==> config.mk <==
export PLATFORM = sky130hd
export DESIGN_NAME = uart_tx_flat
export DESIGN_NICKNAME = d
export VERILOG_FILES = /design/src/rtl/uart_pkg.sv /design/src/rtl/uart_tx_if.sv /design/src/rtl/uart_tx_baud.sv /design/src/rtl/uart_tx.sv /design/src/flat_wrapper.sv
export SDC_FILE = /design/constraint.sdc
export NUM_CORES = 1
export LEC_CHECK = 0
export BUFFER_PORTS_ARGS = -buffer_cell sky130_fd_sc_hd__clkbuf_2
export CAP_MARGIN = 20
export CORE_MARGIN = 4
export CORE_UTILIZATION = 45
export CTS_CLUSTER_SIZE = 30
export DETAILED_ROUTE_END_ITERATION = 8
export SLEW_MARGIN = 20
export SYNTH_ARGS = -nofsm -noshare
export SYNTH_HDL_FRONTEND = slang
export SYNTH_SLANG_ARGS = --single-unit
export TNS_END_PERCENT = 50
==> constraint.sdc <==
create_clock -name aclk -period 4.8 [get_ports aclk]
set_input_delay 0.24 -clock aclk [delete_from_list [all_inputs] [get_ports aclk]]
set_output_delay 0.24 -clock aclk [all_outputs]
set_load 0.01 [all_outputs]
==> src/rtl/uart_pkg.sv <==
// Shared types, field positions and helper functions for the axis_uart transmit path.
// The config word layout matches the receiver.
package uart_pkg;

  typedef enum logic [2:0] {
    ST_IDLE,
    ST_START,
    ST_DATA,
    ST_PAR,
    ST_STOP,
    ST_STOP2
  } tx_state_t;

  localparam logic [2:0] PARITY_NONE  = 3'd0;
  localparam logic [2:0] PARITY_EVEN  = 3'd1;
  localparam logic [2:0] PARITY_ODD   = 3'd2;
  localparam logic [2:0] PARITY_MARK  = 3'd3;
  localparam logic [2:0] PARITY_SPACE = 3'd4;

  localparam logic STOP_ONE = 1'b0;
  localparam logic STOP_TWO = 1'b1;

  localparam int CFG_W          = 27;
  localparam int CFG_PRESC_LSB  = 0;
  localparam int CFG_PRESC_W    = 16;
  localparam int CFG_PARITY_LSB = 16;
  localparam int CFG_PARITY_W   = 3;
  localparam int CFG_BYTES_LSB  = 19;
  localparam int CFG_BYTES_W    = 4;
  localparam int CFG_STOP_BIT   = 23;
  localparam int CFG_ENABLE_BIT = 24;

  localparam logic [3:0]  BYTE_SIZE_MIN = 4'd5;
  localparam logic [3:0]  BYTE_SIZE_MAX = 4'd9;
  localparam logic [15:0] PRESCALER_MIN = 16'd2;

  typedef struct packed {
    logic [15:0] prescaler;
    logic [2:0]  parity;
    logic [3:0]  byte_size;
    logic        stop_bits;
    logic        enable;
  } tx_cfg_t;

  // Out-of-range fields are folded to the nearest legal setting rather than rejected.
  function automatic tx_cfg_t clamp_cfg(input logic [15:0] pres, input logic [2:0] par,
                                        input logic [3:0] bs, input logic stop, input logic en);
    tx_cfg_t c;
    c.prescaler = (pres < PRESCALER_MIN) ? PRESCALER_MIN : pres;
    c.parity    = (par > PARITY_SPACE) ? PARITY_NONE : par;
    c.byte_size = (bs < BYTE_SIZE_MIN) ? BYTE_SIZE_MIN :
                  (bs > BYTE_SIZE_MAX) ? BYTE_SIZE_MAX : bs;
    c.stop_bits = stop;
    c.enable    = en;
    return c;
  endfunction

  function automatic logic frame_parity(input logic [8:0] data, input logic [3:0] bs,
                                        input logic [2:0] par);
    logic x;
    logic p;
    x = 1'b0;
    for (int i = 0; i < 9; i++) begin
      if (i < int'(bs)) x = x ^ data[i];
    end
    case (par)
      PARITY_EVEN: p = x;
      PARITY_ODD:  p = ~x;
      PARITY_MARK: p = 1'b1;
      default:     p = 1'b0;
    endcase
    return p;
  endfunction

endpackage

==> src/rtl/uart_tx_if.sv <==
// Config and data AXI-Stream slave channels of the UART transmitter.
// Both channels: a word transfers in a cycle where tvalid and tready are both high at the
// rising aclk edge; tdata is only meaningful while tvalid is high.
interface uart_tx_if;
  import uart_pkg::*;

  logic [CFG_W-1:0] s_axis_config_tdata;
  logic             s_axis_config_tvalid;
  logic             s_axis_config_tready;
  logic [8:0]       s_axis_tdata;
  logic             s_axis_tvalid;
  logic             s_axis_tready;

  modport master (
    output s_axis_config_tdata, s_axis_config_tvalid, s_axis_tdata, s_axis_tvalid,
    input  s_axis_config_tready, s_axis_tready
  );

  modport slave (
    input  s_axis_config_tdata, s_axis_config_tvalid, s_axis_tdata, s_axis_tvalid,
    output s_axis_config_tready, s_axis_tready
  );
endinterface

==> src/rtl/uart_tx_baud.sv <==
// Bit-period timer: stb marks the last cycle of every div-cycle period while enabled.
module uart_tx_baud (
  input  logic        aclk,
  input  logic        aresetn,
  input  logic        en,
  input  logic        restart,
  input  logic [15:0] div,
  output logic        stb
);
  logic [15:0] cnt;

  assign stb = en & (cnt == div - 16'd1);

  always_ff @(posedge aclk) begin
    if (!aresetn)            cnt <= '0;
    else if (restart || stb) cnt <= '0;
    else if (en)             cnt <= cnt + 16'd1;
  end
endmodule

==> src/rtl/uart_tx.sv <==
// UART transmitter: serialises AXI-Stream words onto txd with a run-time configurable
// frame format; the format is captured per frame so config updates never disturb the line.
module uart_tx
  import uart_pkg::*;
#(
  parameter int BAUD_PRESCALER = 12,
  parameter int PARITY         = 0,
  parameter int BYTE_SIZE      = 8,
  parameter int STOP_BITS      = 0
) (
  input  logic      aclk,
  input  logic      aresetn,
  uart_tx_if.slave  axis,
  output logic      txd,
  input  logic      ctsn,
  output logic      busy,
  output tx_state_t dbg_state
);
  localparam tx_cfg_t CFG_RESET = clamp_cfg(16'(BAUD_PRESCALER), 3'(PARITY), 4'(BYTE_SIZE),
                                            1'(STOP_BITS), 1'b1);

  tx_cfg_t     cfg;
  tx_state_t   state, state_n;
  logic [3:0]  bit_idx, bit_idx_n;
  logic [8:0]  data_q;
  logic        par_q;
  logic [3:0]  f_bytes;
  logic        f_par_en;
  logic        f_two_stop;
  logic [15:0] f_div;
  logic        ctsn_s1, ctsn_s2, cts;
  logic        stb, cfg_fire, data_fire, final_stop, txd_n;

  assign axis.s_axis_config_tready = (state == ST_IDLE);
  assign cfg_fire   = axis.s_axis_config_tvalid & axis.s_axis_config_tready;
  assign final_stop = ((state == ST_STOP) & ~f_two_stop) | (state == ST_STOP2);
  assign axis.s_axis_tready = cfg.enable & cts & ~cfg_fire &
                              ((state == ST_IDLE) | (final_stop & stb));
  assign data_fire  = axis.s_axis_tvalid & axis.s_axis_tready;
  assign busy       = (state != ST_IDLE);
  assign dbg_state  = state;

  always_ff @(posedge aclk) begin
    if (!aresetn) cfg <= CFG_RESET;
    else if (cfg_fire)
      cfg <= clamp_cfg(axis.s_axis_config_tdata[CFG_PRESC_LSB +: CFG_PRESC_W],
                       axis.s_axis_config_tdata[CFG_PARITY_LSB +: CFG_PARITY_W],
                       axis.s_axis_config_tdata[CFG_BYTES_LSB +: CFG_BYTES_W],
                       axis.s_axis_config_tdata[CFG_STOP_BIT],
                       axis.s_axis_config_tdata[CFG_ENABLE_BIT]);
  end

  // ctsn is asynchronous; the third flop registers the comparison that gates acceptance.
  always_ff @(posedge aclk) begin
    if (!aresetn) begin
      ctsn_s1 <= 1'b1;
      ctsn_s2 <= 1'b1;
      cts     <= 1'b0;
    end else begin
      ctsn_s1 <= ctsn;
      ctsn_s2 <= ctsn_s1;
      cts     <= ~ctsn_s2;
    end
  end

  uart_tx_baud u_baud (
    .aclk    (aclk),
    .aresetn (aresetn),
    .en      (state != ST_IDLE),
    .restart (data_fire),
    .div     (f_div),
    .stb     (stb)
  );

  always_comb begin
    state_n   = state;
    bit_idx_n = bit_idx;
    case (state)
      ST_IDLE:  if (data_fire) state_n = ST_START;
      ST_START: if (stb) begin
        state_n   = ST_DATA;
        bit_idx_n = '0;
      end
      ST_DATA:  if (stb) begin
        if (bit_idx == f_bytes - 4'd1) state_n = f_par_en ? ST_PAR : ST_STOP;
        else                           bit_idx_n = bit_idx + 4'd1;
      end
      ST_PAR:   if (stb) state_n = ST_STOP;
      ST_STOP:  if (stb) state_n = f_two_stop ? ST_STOP2 : (data_fire ? ST_START : ST_IDLE);
      ST_STOP2: if (stb) state_n = data_fire ? ST_START : ST_IDLE;
      default:  state_n = ST_IDLE;
    endcase

    // txd is the IOB register, so it is loaded with the level of the state being entered.
    case (state_n)
      ST_START: txd_n = 1'b0;
      ST_DATA:  txd_n = data_q[bit_idx_n];
      ST_PAR:   txd_n = par_q;
      default:  txd_n = 1'b1;
    endcase
  end

  always_ff @(posedge aclk) begin
    if (!aresetn) begin
      state   <= ST_IDLE;
      bit_idx <= '0;
      txd     <= 1'b1;
    end else begin
      state   <= state_n;
      bit_idx <= bit_idx_n;
      txd     <= txd_n;
    end
  end

  always_ff @(posedge aclk) begin
    if (!aresetn) begin
      data_q     <= '0;
      par_q      <= 1'b0;
      f_bytes    <= CFG_RESET.byte_size;
      f_par_en   <= 1'b0;
      f_two_stop <= STOP_ONE;
      f_div      <= CFG_RESET.prescaler;
    end else if (data_fire) begin
      data_q     <= axis.s_axis_tdata;
      par_q      <= frame_parity(axis.s_axis_tdata, cfg.byte_size, cfg.parity);
      f_bytes    <= cfg.byte_size;
      f_par_en   <= (cfg.parity != PARITY_NONE);
      f_two_stop <= cfg.stop_bits;
      f_div      <= cfg.prescaler;
    end
  end
endmodule
==> src/flat_wrapper.sv <==
// flat-port wrapper written by rule: the top's interface ports become plain ports
module uart_tx_flat import uart_pkg::*;
#(
  parameter int BAUD_PRESCALER = 12,
  parameter int PARITY         = 0,
  parameter int BYTE_SIZE      = 8,
  parameter int STOP_BITS      = 0
)
  (aclk, aresetn, txd, ctsn, busy, dbg_state, axis_s_axis_config_tdata, axis_s_axis_config_tvalid, axis_s_axis_tdata, axis_s_axis_tvalid, axis_s_axis_config_tready, axis_s_axis_tready);
  uart_tx_if axis_i ();
  input  logic aclk;
  input  logic aresetn;
  output logic txd;
  input  logic ctsn;
  output logic busy;
  output tx_state_t dbg_state;
  input wire logic [$bits(axis_i.s_axis_config_tdata)-1:0] axis_s_axis_config_tdata;
  input wire logic [$bits(axis_i.s_axis_config_tvalid)-1:0] axis_s_axis_config_tvalid;
  input wire logic [$bits(axis_i.s_axis_tdata)-1:0] axis_s_axis_tdata;
  input wire logic [$bits(axis_i.s_axis_tvalid)-1:0] axis_s_axis_tvalid;
  output wire logic [$bits(axis_i.s_axis_config_tready)-1:0] axis_s_axis_config_tready;
  output wire logic [$bits(axis_i.s_axis_tready)-1:0] axis_s_axis_tready;
  assign axis_i.s_axis_config_tdata = axis_s_axis_config_tdata;
  assign axis_i.s_axis_config_tvalid = axis_s_axis_config_tvalid;
  assign axis_i.s_axis_tdata = axis_s_axis_tdata;
  assign axis_i.s_axis_tvalid = axis_s_axis_tvalid;
  assign axis_s_axis_config_tready = axis_i.s_axis_config_tready;
  assign axis_s_axis_tready = axis_i.s_axis_tready;
  uart_tx #(.BAUD_PRESCALER(BAUD_PRESCALER), .PARITY(PARITY), .BYTE_SIZE(BYTE_SIZE), .STOP_BITS(STOP_BITS)) u_core (.aclk(aclk), .aresetn(aresetn), .axis(axis_i), .txd(txd), .ctsn(ctsn), .busy(busy), .dbg_state(dbg_state));
endmodule
==> results.json <==
{
  "maxSlewHeadroom": 0.336,
  "worst_ep_arrival_time_ns": 4.32,
  "critPathMaxStageDelay_ns": 0.60,
  "cts_setup_buffers": 0,
  "ys_seq_elements": 84,
  "grt_pass1_vias": 3808,
  "rr_startpoint": "u_core.f_div[0]$_SDFFE_PN0P_",
  "clk_pin_slew_ns": 0.09,
  "yosys.area_share.simple": 0.279,
  "grt_pass1_wl_um": 18000,
  "required_ns": 5.05,
  "ant_nets": 0,
  "viasPerCell": 5.46,
  "final_common_cell": "nand2_1",
  "grt_antenna_before_repair": 0,
  "critPathTopFamily": "simple AND/OR/NAND/NOR gates",
  "ios": 48,
  "clockBufferDepth": 2,
  "crit_chain": "inv_1, ha_1, or4b_1, or4_4, o21ai_2, and3_1, nand4_1, a221oi_1, mux4_1, mux2_2, a311o_1",
  "r2r_setup_slack_ns": 0.73,
  "fmax_ghz": 0.246,
  "core_um2": 9730,
  "syn2layout_area_growth_pct": 10.5,
  "io_buffers": 45,
  "cellPowerDensity_nw_per_um2": 261,
  "rows": 36,
  "cts_root_buf": "clkbuf_8",
  "crit_buf_inv": 1,
  "synth-seq-area-share": 0.374,
  "first_iter_violations": 173,
  "hold_slack_ns": 0.0664,
  "synth_area_leaders": "dfxtp_1, nand2_1, a21boi_0",
  "fillers": 986,
  "r2r.worst_path.cells": 11,
  "place.gp.congestion": 0.897,
  "vdd_ir_drop_max_v": 0.000148,
  "drc_errors": 0,
  "htree_levels": 3,
  "postLayoutSetupSlackWorst_ns": 0.728,
  "slew_violations": 0,
  "hp-class": "in -> reg",
  "avgRoutedWirePerCell_um": 14.6,
  "die_y_um": 108,
  "synthCells": 550,
  "synth_top_family_by_area": "simple AND/OR/NAND/NOR gates",
  "final_nets": 625,
  "synth_xor_area_frac": 0.0928,
  "cts.sinks": 84,
  "power_uw": 1290,
  "startpoint": "u_core.f_div[0]$_SDFFE_PN0P_",
  "layout-drive-gt1-share": 0.137,
  "crit_slowest_cell": "or4b_1",
  "diodes": 0,
  "drtPass1Iterations": 4,
  "startpoint_type": "flop",
  "rr_endpoint": "u_core.txd$_SDFF_PN1_",
  "grt_max_degree": 67,
  "dpl.hpwl_um": 7640,
  "crit_path_end": "u_core.txd$_SDFF_PN1_",
  "place_ws_ns": 0.765,
  "cts_tree": "built",
  "synth_area_per_cell_um2": 8.16,
  "drv_cap": 0,
  "final_cell_mix": "nand2_1, dfxtp_1, clkbuf_2, nor2_1, a21boi_0",
  "worstSetupEndpointType": "flop",
  "setup_viol": 0,
  "cts-hold-fix-buffers": 0,
  "syn_area_um2": 4490,
  "yosysTopAreaCellShare": 0.374,
  "synth_ff_type": "dfxtp_1",
  "status": "finished, final reports clean",
  "cp.depth": 11,
  "fin_cells": 718,
  "worst_skew_pair.late_latency_ns": 0.36,
  "period_share": 0.848,
  "grtUsageTotal": 0.194,
  "ys_warn_count": 0,
  "cts_buffers": 9,
  "leakagePower_uw": 0.00188,
  "period_needed_ns": 4.07,
  "synth_fa_ha_area_frac": 0.0111,
  "die_area_um2": 11600,
  "grt_overflow": 0,
  "async_flop_share": 0,
  "rsz0062_at_grt": "false",
  "synth_edf_count": 0,
  "synthMuxAreaShare": 0.0164,
  "setup_tns_ns": 0,
  "dp.cells": 702,
  "dr_total_vias": 3922,
  "synth_compound_area_frac": 0.192,
  "fin_skew_ns": 0.0110,
  "die_x_um": 108,
  "synth_nets": 595,
  "crit_fanout": 7,
  "ys_types": 70,
  "post_cts_resized": 0,
  "start_util": 0.462,
  "wl_um": 10500,
  "worstMarginPinSlew_ns": 0.995,
  "synth_largest_area_cell": "dfxtp_1",
  "path_class": "reg -> reg",
  "hold_violations": 0
}
worst register-to-register path: cells and delay by family (launching register included):
kind	cells	cell delay, ns
AND/OR/NAND/NOR	4	1.51
AO/OA/AOI/OAI	3	1.07
multiplexers	2	0.65
flip-flops	1	0.37
adder cells (fa/ha/maj)	1	0.30
buffers and inverters	1	0.08
how the worst min path moves through the flow:
| stage | from | to | slack, ns | cells after the start |
|---|---|---|---|---|
| 2_1_floorplan | ctsn | u_core.ctsn_s1$_SDFF_PN1_ | 0.34 | 1 |
| 6_report | ctsn | u_core.ctsn_s1$_SDFF_PN1_ | 0.07 | 2 |
| 3_3_place_gp | u_core.ctsn_s2$_SDFF_PN1_ | u_core.cts$_SDFF_PN0_ | 0.38 | 1 |
| 5_1_grt | ctsn | u_core.ctsn_s1$_SDFF_PN1_ | 0.05 | 2 |
| 4_1_cts | ctsn | u_core.ctsn_s1$_SDFF_PN1_ | 0.05 | 2 |
| 3_5_place_dp | u_core.ctsn_s2$_SDFF_PN1_ | u_core.cts$_SDFF_PN0_ | 0.38 | 1 |
metal layers:
layer | vias up | part of all wire | global-route usage | wire length [um]
li1 | 1997 | - | - | -
met1 | 1795 | 0.51 | 0.276 | 5320
met2 | 114 | 0.41 | 0.283 | 4350
met3 | 16 | 0.064 | 0.0546 | 672
met4 | 0 | 0.016 | 0.0622 | 168
met5 | - | 0 | 0 | 0
cell families (layout without fill, tap and decap cells):
kind of cell / Yosys count / after routing
AO/OA/AOI/OAI: 110 / 110
XOR/XNOR: 46 / 46
adder cells (fa/ha/maj): 4 / 4
buffers and inverters: 39 / 74
flip-flops: 84 / 84
multiplexers: 4 / 4
AND/OR/NAND/NOR: 263 / 263
area by class of cell:
| cell class | count | area (um^2) | area share |
|---|---|---|---|
| clock inverters | 4 | 25.0 | 0.00504 |
| multi-input cells | 427 | 2660 | 0.535 |
| clock buffers | 12 | 145 | 0.0292 |
| repair buffers | 49 | 255 | 0.0514 |
| flip-flops and latches | 84 | 1680 | 0.339 |
| well taps | 133 | 166 | 0.0335 |
| inverters | 9 | 33.8 | 0.00681 |
report_power, final:
| part | internal, uW | leakage (uW) | total [uW] | switching [uW] |
|---|---|---|---|---|
| combinational | 51.6 | 0.00112 | 108 | 55.9 |
| clock | 201 | 0.0000824 | 458 | 257 |
| sequential | 713 | 0.000683 | 728 | 15.3 |
Yosys cell counts (3+ instances only):
cell       instances
nand2b_1           6
nand2_1          121
ha_1               4
nor2b_1            7
or3_1              5
a21boi_0          31
a21oi_1            6
o21a_1             4
dfxtp_1           84
or2_2              4
nor4_1             9
o2111ai_1          3
nand4_1            7
nor3_1            10
xnor2_1           24
a221oi_1           6
nand3b_1           3
o211a_1            3
nor2_1            39
inv_1              9
o211ai_1           4
a21boi_1          17
xor2_1            21
clkbuf_1          27
and3_1            11
and2_1             4
o21ai_0            6
a31oi_1            3
nand3_1           23
per-stage QoR:
stage	util	area, um^2
final	0.510	4960
after global routing	0.510	4960
after CTS	0.510	4960
after detailed placement	0.493	4790
after global placement	0.493	4790
after floorplan	-	4490
registers in the layout, indices dropped and copies added (netlist names):
signal / count
u_core.f_two_stop: 1
u_core.par_q: 1
u_core.f_par_en: 1
u_core.u_baud.cnt: 16
u_core.f_bytes: 4
u_core.bit_idx: 4
u_core.cfg: 25
u_core.f_div: 16
u_core.ctsn_s1: 1
u_core.data_q: 9
u_core.txd: 1
u_core.cts: 1
u_core.dbg_state: 3
u_core.ctsn_s2: 1
Note: power is estimated with default switching activity, not from simulation.
